### config.mk
export PLATFORM = sky130hd
export DESIGN_NAME = seg_scroll_buffer
export DESIGN_NICKNAME = d
export VERILOG_FILES = /design/src/rtl/seg_scroll_buffer_pkg.sv /design/src/rtl/seg_scroll_buffer_tick_gen.sv /design/src/rtl/seg_scroll_buffer.sv
export SDC_FILE = /design/constraint.sdc
export NUM_CORES = 1
export LEC_CHECK = 0
export ABC_CLOCK_PERIOD_IN_PS = 7200
export CAP_MARGIN = 20
export CORE_MARGIN = 5
export CORE_UTILIZATION = 60
export DETAILED_ROUTE_END_ITERATION = 8
export MAX_ROUTING_LAYER = met4
export PLACE_DENSITY = 0.89
export SYNTH_ARGS = -nofsm -noshare
export SYNTH_HDL_FRONTEND = slang
export SYNTH_HIERARCHICAL = 1
export SYNTH_SLANG_ARGS = --single-unit
### constraint.sdc
create_clock -name clk -period 7.2 [get_ports clk]
set_input_delay 2.16 -clock clk [delete_from_list [all_inputs] [get_ports clk]]
set_output_delay 2.16 -clock clk [all_outputs]
set_load 0.02 [all_outputs]
### src/rtl/seg_scroll_buffer_pkg.sv
// seg_scroll_buffer_pkg: display codes, step timing and FSM states shared by the scroller
package seg_scroll_buffer_pkg;
  localparam logic [4:0] SEG_BLANK = 5'h1F;
  localparam int SCROLL_FREQ = 12_500_000;  // 0.25 s per step at a 50 MHz board clock
  typedef enum logic [1:0] {IDLE, LOAD, SCROLL} state_e;
endpackage

### src/rtl/seg_scroll_buffer_tick_gen.sv
// tick_gen: one-cycle tick every PERIOD cycles; clr holds the count at zero so the
// first tick after clr drops lands exactly PERIOD cycles later
module tick_gen #(
  parameter int PERIOD = 4
) (
  input  logic clk,
  input  logic rst_n,
  input  logic clr,
  output logic tick
);
  localparam int CW = PERIOD > 1 ? $clog2(PERIOD) : 1;
  logic [CW-1:0] cnt_q;
  assign tick = !clr && cnt_q == CW'(PERIOD - 1);
  always_ff @(posedge clk) cnt_q <= (!rst_n || clr || tick) ? '0 : cnt_q + 1'b1;
endmodule

### src/rtl/seg_scroll_buffer.sv
// seg_scroll_buffer: buffers a message of 5-bit display codes and scrolls it right-to-left
// across eight digit registers (p7 leftmost, p0 rightmost)
module seg_scroll_buffer
  import seg_scroll_buffer_pkg::*;
#(
  parameter int DEPTH        = 16,
  parameter int SCROLL_TICKS = SCROLL_FREQ
) (
  input  logic       clk,
  input  logic       rst_n,
  input  logic       wr_valid,
  output logic       wr_ready,
  input  logic [4:0] wr_char,
  input  logic       wr_last,
  input  logic       repeat_en,
  input  logic       abort,
  output logic       busy,
  output logic       done,
  output logic [4:0] p0,
  output logic [4:0] p1,
  output logic [4:0] p2,
  output logic [4:0] p3,
  output logic [4:0] p4,
  output logic [4:0] p5,
  output logic [4:0] p6,
  output logic [4:0] p7
);
  localparam int LW = $clog2(DEPTH + 1);
  localparam int IW = $clog2(DEPTH + 9);
  localparam int AW = DEPTH > 1 ? $clog2(DEPTH) : 1;
  state_e        state_q;
  logic [LW-1:0] len_q;
  logic [IW-1:0] idx_q;
  logic          busy_q;
  logic          done_q;
  logic [4:0]    disp_q [8];
  logic [4:0]    mem_q [DEPTH];
  logic          step;
  logic          wr_fire;
  logic          load_end;
  logic          pass_end;
  logic [4:0]    next_char;
  assign wr_ready  = state_q != SCROLL;
  assign wr_fire   = wr_valid & wr_ready;
  // len_q is 0 in IDLE, so this also covers DEPTH == 1 on the first char
  assign load_end  = wr_last || len_q == LW'(DEPTH - 1);
  assign pass_end  = step && idx_q + 1'b1 == IW'(len_q) + IW'(8);
  assign next_char = idx_q < IW'(len_q) ? mem_q[idx_q[AW-1:0]] : SEG_BLANK;
  tick_gen #(.PERIOD(SCROLL_TICKS)) u_tick (
    .clk  (clk),
    .rst_n(rst_n),
    .clr  (state_q != SCROLL),
    .tick (step)
  );
  always_ff @(posedge clk)
    if (wr_fire) mem_q[len_q[AW-1:0]] <= wr_char;
  always_ff @(posedge clk) begin
    done_q <= 1'b0;
    if (!rst_n || (abort && state_q != IDLE)) begin
      state_q <= IDLE;
      len_q   <= '0;
      idx_q   <= '0;
      busy_q  <= 1'b0;
      for (int i = 0; i < 8; i++) disp_q[i] <= SEG_BLANK;
    end else if (state_q == SCROLL) begin
      if (step) begin
        for (int i = 7; i > 0; i--) disp_q[i] <= disp_q[i-1];
        disp_q[0] <= next_char;
        idx_q     <= pass_end ? '0 : idx_q + 1'b1;
        if (pass_end) begin
          done_q <= 1'b1;
          if (!repeat_en) begin
            state_q <= IDLE;
            len_q   <= '0;
            busy_q  <= 1'b0;
          end
        end
      end
    end else if (wr_fire) begin
      len_q   <= len_q + 1'b1;
      idx_q   <= '0;
      busy_q  <= 1'b1;
      state_q <= load_end ? SCROLL : LOAD;
    end
  end
  assign busy = busy_q;
  assign done = done_q;
  assign p0   = disp_q[0];
  assign p1   = disp_q[1];
  assign p2   = disp_q[2];
  assign p3   = disp_q[3];
  assign p4   = disp_q[4];
  assign p5   = disp_q[5];
  assign p6   = disp_q[6];
  assign p7   = disp_q[7];
endmodule
==> flow_summary.ini <==
[pwr]
leakagePower_nw = 2.50
power_density_nw_per_um2 = 249
vdd_ir_drop_max_v = 0.000127

[setup_path]
cp.required_ns = 7.25
crit_type = primary input to register
critPathTopFamily = simple AND/OR/NAND/NOR gates
r2r-end = disp_q[0][3]
reg2reg_slack_ns = 3.92
cp_cell_sequence = clkdlybuf4s50_1, and2_0, nand2_1, nor3_1
cp-end-kind = register
path_buf_inv = 1
reg2reg_from = u_tick/cnt_q[9]
startpoint = wr_valid
critical_path_arrival_ns = 3.91
cpPeakStageDelay_ns = 0.60
setup.worst_path.start_class = primary input
cp.depth = 4
crit_path_end = mem_q[1][2]
cp_max_fo = 6
reg2regPathDepth = 8
slowest_stage = nor3_1

[placement]
place.gp.congestion = 0.879
dp_cells = 639
dp_hpwl_um = 9360
place_ws_ns = 2.98
io_buffers = 53

[detailed_routing]
drtIter0Drc = 520
first_pass_iters = 5
routed_wl_um = 14500
vias = 4141
antenna_left = 0
drc = 0
wl_per_cell_um = 21.6
avgViaCountPerCell = 6.16

[synthesis]
synth_enable_flop_cells = 120
synth.yosys.seq_area_share = 0.656
synth-xor-area-share = 0.0273
ys_async_sr_fraction = 0
synth-simple-area-share = 0.131
postSynthAreaPerCell_um2 = 14.8
synth_mux_area_frac = 0.0973
synth_seq_cells = 162
synthCells = 458
synth_top_family_by_area = simple AND/OR/NAND/NOR gates
synthFlopType = edfxtp_1
syn_nets = 481
netlist-cell-type-count = 50
synthAdderAreaFrac = 0.0222
yosysWarnings = 6
synth-compound-area-share = 0.0438
syn-cell-area_um2 = 6780

[layout]
antenna_cells = 0
multiInputGateArea_um2 = 2190
finalNonFillerCells = 672
seqCellArea_um2 = 4440
drive_gt1_frac = 0.109
area_growth_pct = 18.6
fill_cells = 644
final_util = 0.735
layout.nets = 542

[grt]
overflow = 0
grt_use_total = 0.238
grt_pass1_vias = 4201
grt_max_degree = 41
antenna_found_initial = 0
grt_first_pass_wirelength_um = 22900

[clock_tree]
clkTransAtPathRegs_ns = 0.06
cts.sinks = 162
cts_buffers = 17
hold_buffers = 0
clock_path_buffers = 2
cts_resized = 0
cts_tree = yes
cts_root_buf = clkbuf_16
cts_setup_buffers = 0
cts.htree.levels = 4
clkLatencyLatePin_ns = 0.42

[die]
io_pins = 54
core_um2 = 10900
num_rows = 38
start_util = 0.620
die_area_um2 = 13500
die_w_um = 116
fp.dieH_um = 116

[run_status]
status = complete, no violations

[timing]
fin_crit_ns = 3.86
finalWorstSetupSlack_ns = 3.34
finalClockSkew_ns = 0.00842
final_hold_viol_count = 0
rsz0062_at_grt = false
tightest_slew_ns = 0.952
fin_crit_sh = 0.535
drv_slew = 0
slew_headroom = 0.365
whs_ns = 0.478
finalSetupViolCount = 0
max_freq_ghz = 0.259
fin_tns_setup_ns = 0

[min_path]
hold_path_class = register to register

[run]
drv_cap = 0
-- routing by layer --
layer  vias to the layer above  part of all wire  GRT usage
met4                         0             0.041      0.128
met2                       181              0.52      0.396
met1                      2036              0.37      0.273
li1                       1873                 -          -
met3                        51             0.070     0.0456
met5                         -                 0          -
-- worst min path at each step --
stage                               start               to  slack [ns]  cells past startpoint
after floorplan           u_tick/cnt_q[0]  u_tick/cnt_q[0]        0.44                      1
after global placement    u_tick/cnt_q[0]  u_tick/cnt_q[0]        0.45                      1
after detailed placement  u_tick/cnt_q[0]  u_tick/cnt_q[0]        0.47                      1
after CTS                 u_tick/cnt_q[0]  u_tick/cnt_q[0]        0.48                      1
after global routing      u_tick/cnt_q[0]  u_tick/cnt_q[0]        0.51                      1
final                     u_tick/cnt_q[0]  u_tick/cnt_q[0]        0.48                      1
-- metrics by stage --
| step | power [W] | cell area, µm² |
|---|---|---|
| floorplan | 0.00111 | 6780 |
| global placement | 0.00114 | 7420 |
| detailed placement | 0.00114 | 7420 |
| CTS | 0.00200 | 8010 |
| global route | 0.00206 | 8040 |
| finish | 0.00200 | 8040 |
-- layout by cell type (no fill, tap or decap), drive strengths merged, types with 2 or more instances in the layout --
cell,Yosys,layout
a22o,4,4
or3,7,7
nor2b,3,3
inv,19,22
ha,12,12
nand3,16,16
o31ai,4,4
clkdlybuf4s50,0,53
xnor2,14,14
nand2b,37,37
xor2,2,2
and2,4,4
clkinv,0,6
mux4,25,25
clkbuf,8,23
o21a,2,2
nand2,19,19
nor4,5,5
and3,6,6
mux2,3,3
edfxtp,120,120
o2bb2ai,2,2
buf,6,3
nor3,9,9
nand4,8,8
a21oi,14,14
xnor3,2,2
or4,8,8
nor2,34,34
dfxtp,42,42
o21ai,11,11
-- worst reg2reg max path: cells and delay by family (launching register included) --
family | cells | cell delay [ns]
simple gates | 7 | 2.30
flops | 1 | 0.35
buf+inv | 1 | 0.35
-- registers in the layout, summed over array words and instances, names as in the netlist, named ones only --
signal	cells
mem_q	80
disp_q	40
u_tick/cnt_q	24
idx_q	5
len_q	5
state_q	2
busy	1
done	1
-- cells by family (layout without fill, tap and decap cells) --
| family | count (synthesis) | after routing |
|---|---|---|
| muxes | 29 | 29 |
| DFF | 162 | 162 |
| AOI/OAI and AO/OA | 44 | 44 |
| adders and majority gates | 12 | 12 |
| buffers and inverters | 33 | 107 |
| and+or+nand+nor | 160 | 160 |
| xor gates and xnor gates | 18 | 18 |
-- area by class of cell --
type / instances / share of cell area
timing repair buffer: 56 / 0.0713
clock buffer: 23 / 0.0648
clock inverter: 9 / 0.00810
multi-input combinational: 263 / 0.272
sequential: 162 / 0.553
tap: 140 / 0.0218
inverter: 19 / 0.00887
-- power breakdown --
group / internal (W) / total (W) / switching, W
combinational: 0.0000369 / 0.0000960 / 0.0000591
clock: 0.000512 / 0.000866 / 0.000354
sequential: 0.00102 / 0.00104 / 0.0000163
total: 0.00157 / 0.00200 / 0.000429
-- cells in the mapped netlist (3+ instances only) --
cell	n	area [µm²]
edfxtp_1	120	3600
dfxtp_1	42	841
nand2b_1	37	231
nor2_1	34	128
inv_1	19	71.3
nand2_1	19	71.3
nand3_1	15	75.1
mux4_1	14	368
xnor2_1	14	123
a21oi_1	13	65.1
ha_1	12	150
mux4_2	11	248
o21ai_0	10	50.1
clkbuf_1	8	30.0
nor3_1	8	40.0
or3_1	7	43.8
and3_1	6	37.5
nand4_1	6	37.5
or4_1	6	45.0
nor4_1	5	31.3
a22o_1	4	35.0
o31ai_1	4	30.0
and2_1	3	18.8
buf_2	3	15.0
buf_6	3	33.8
mux2_2	3	33.8
nor2b_1	3	18.8
Note: power is estimated with default switching activity, not from simulation.
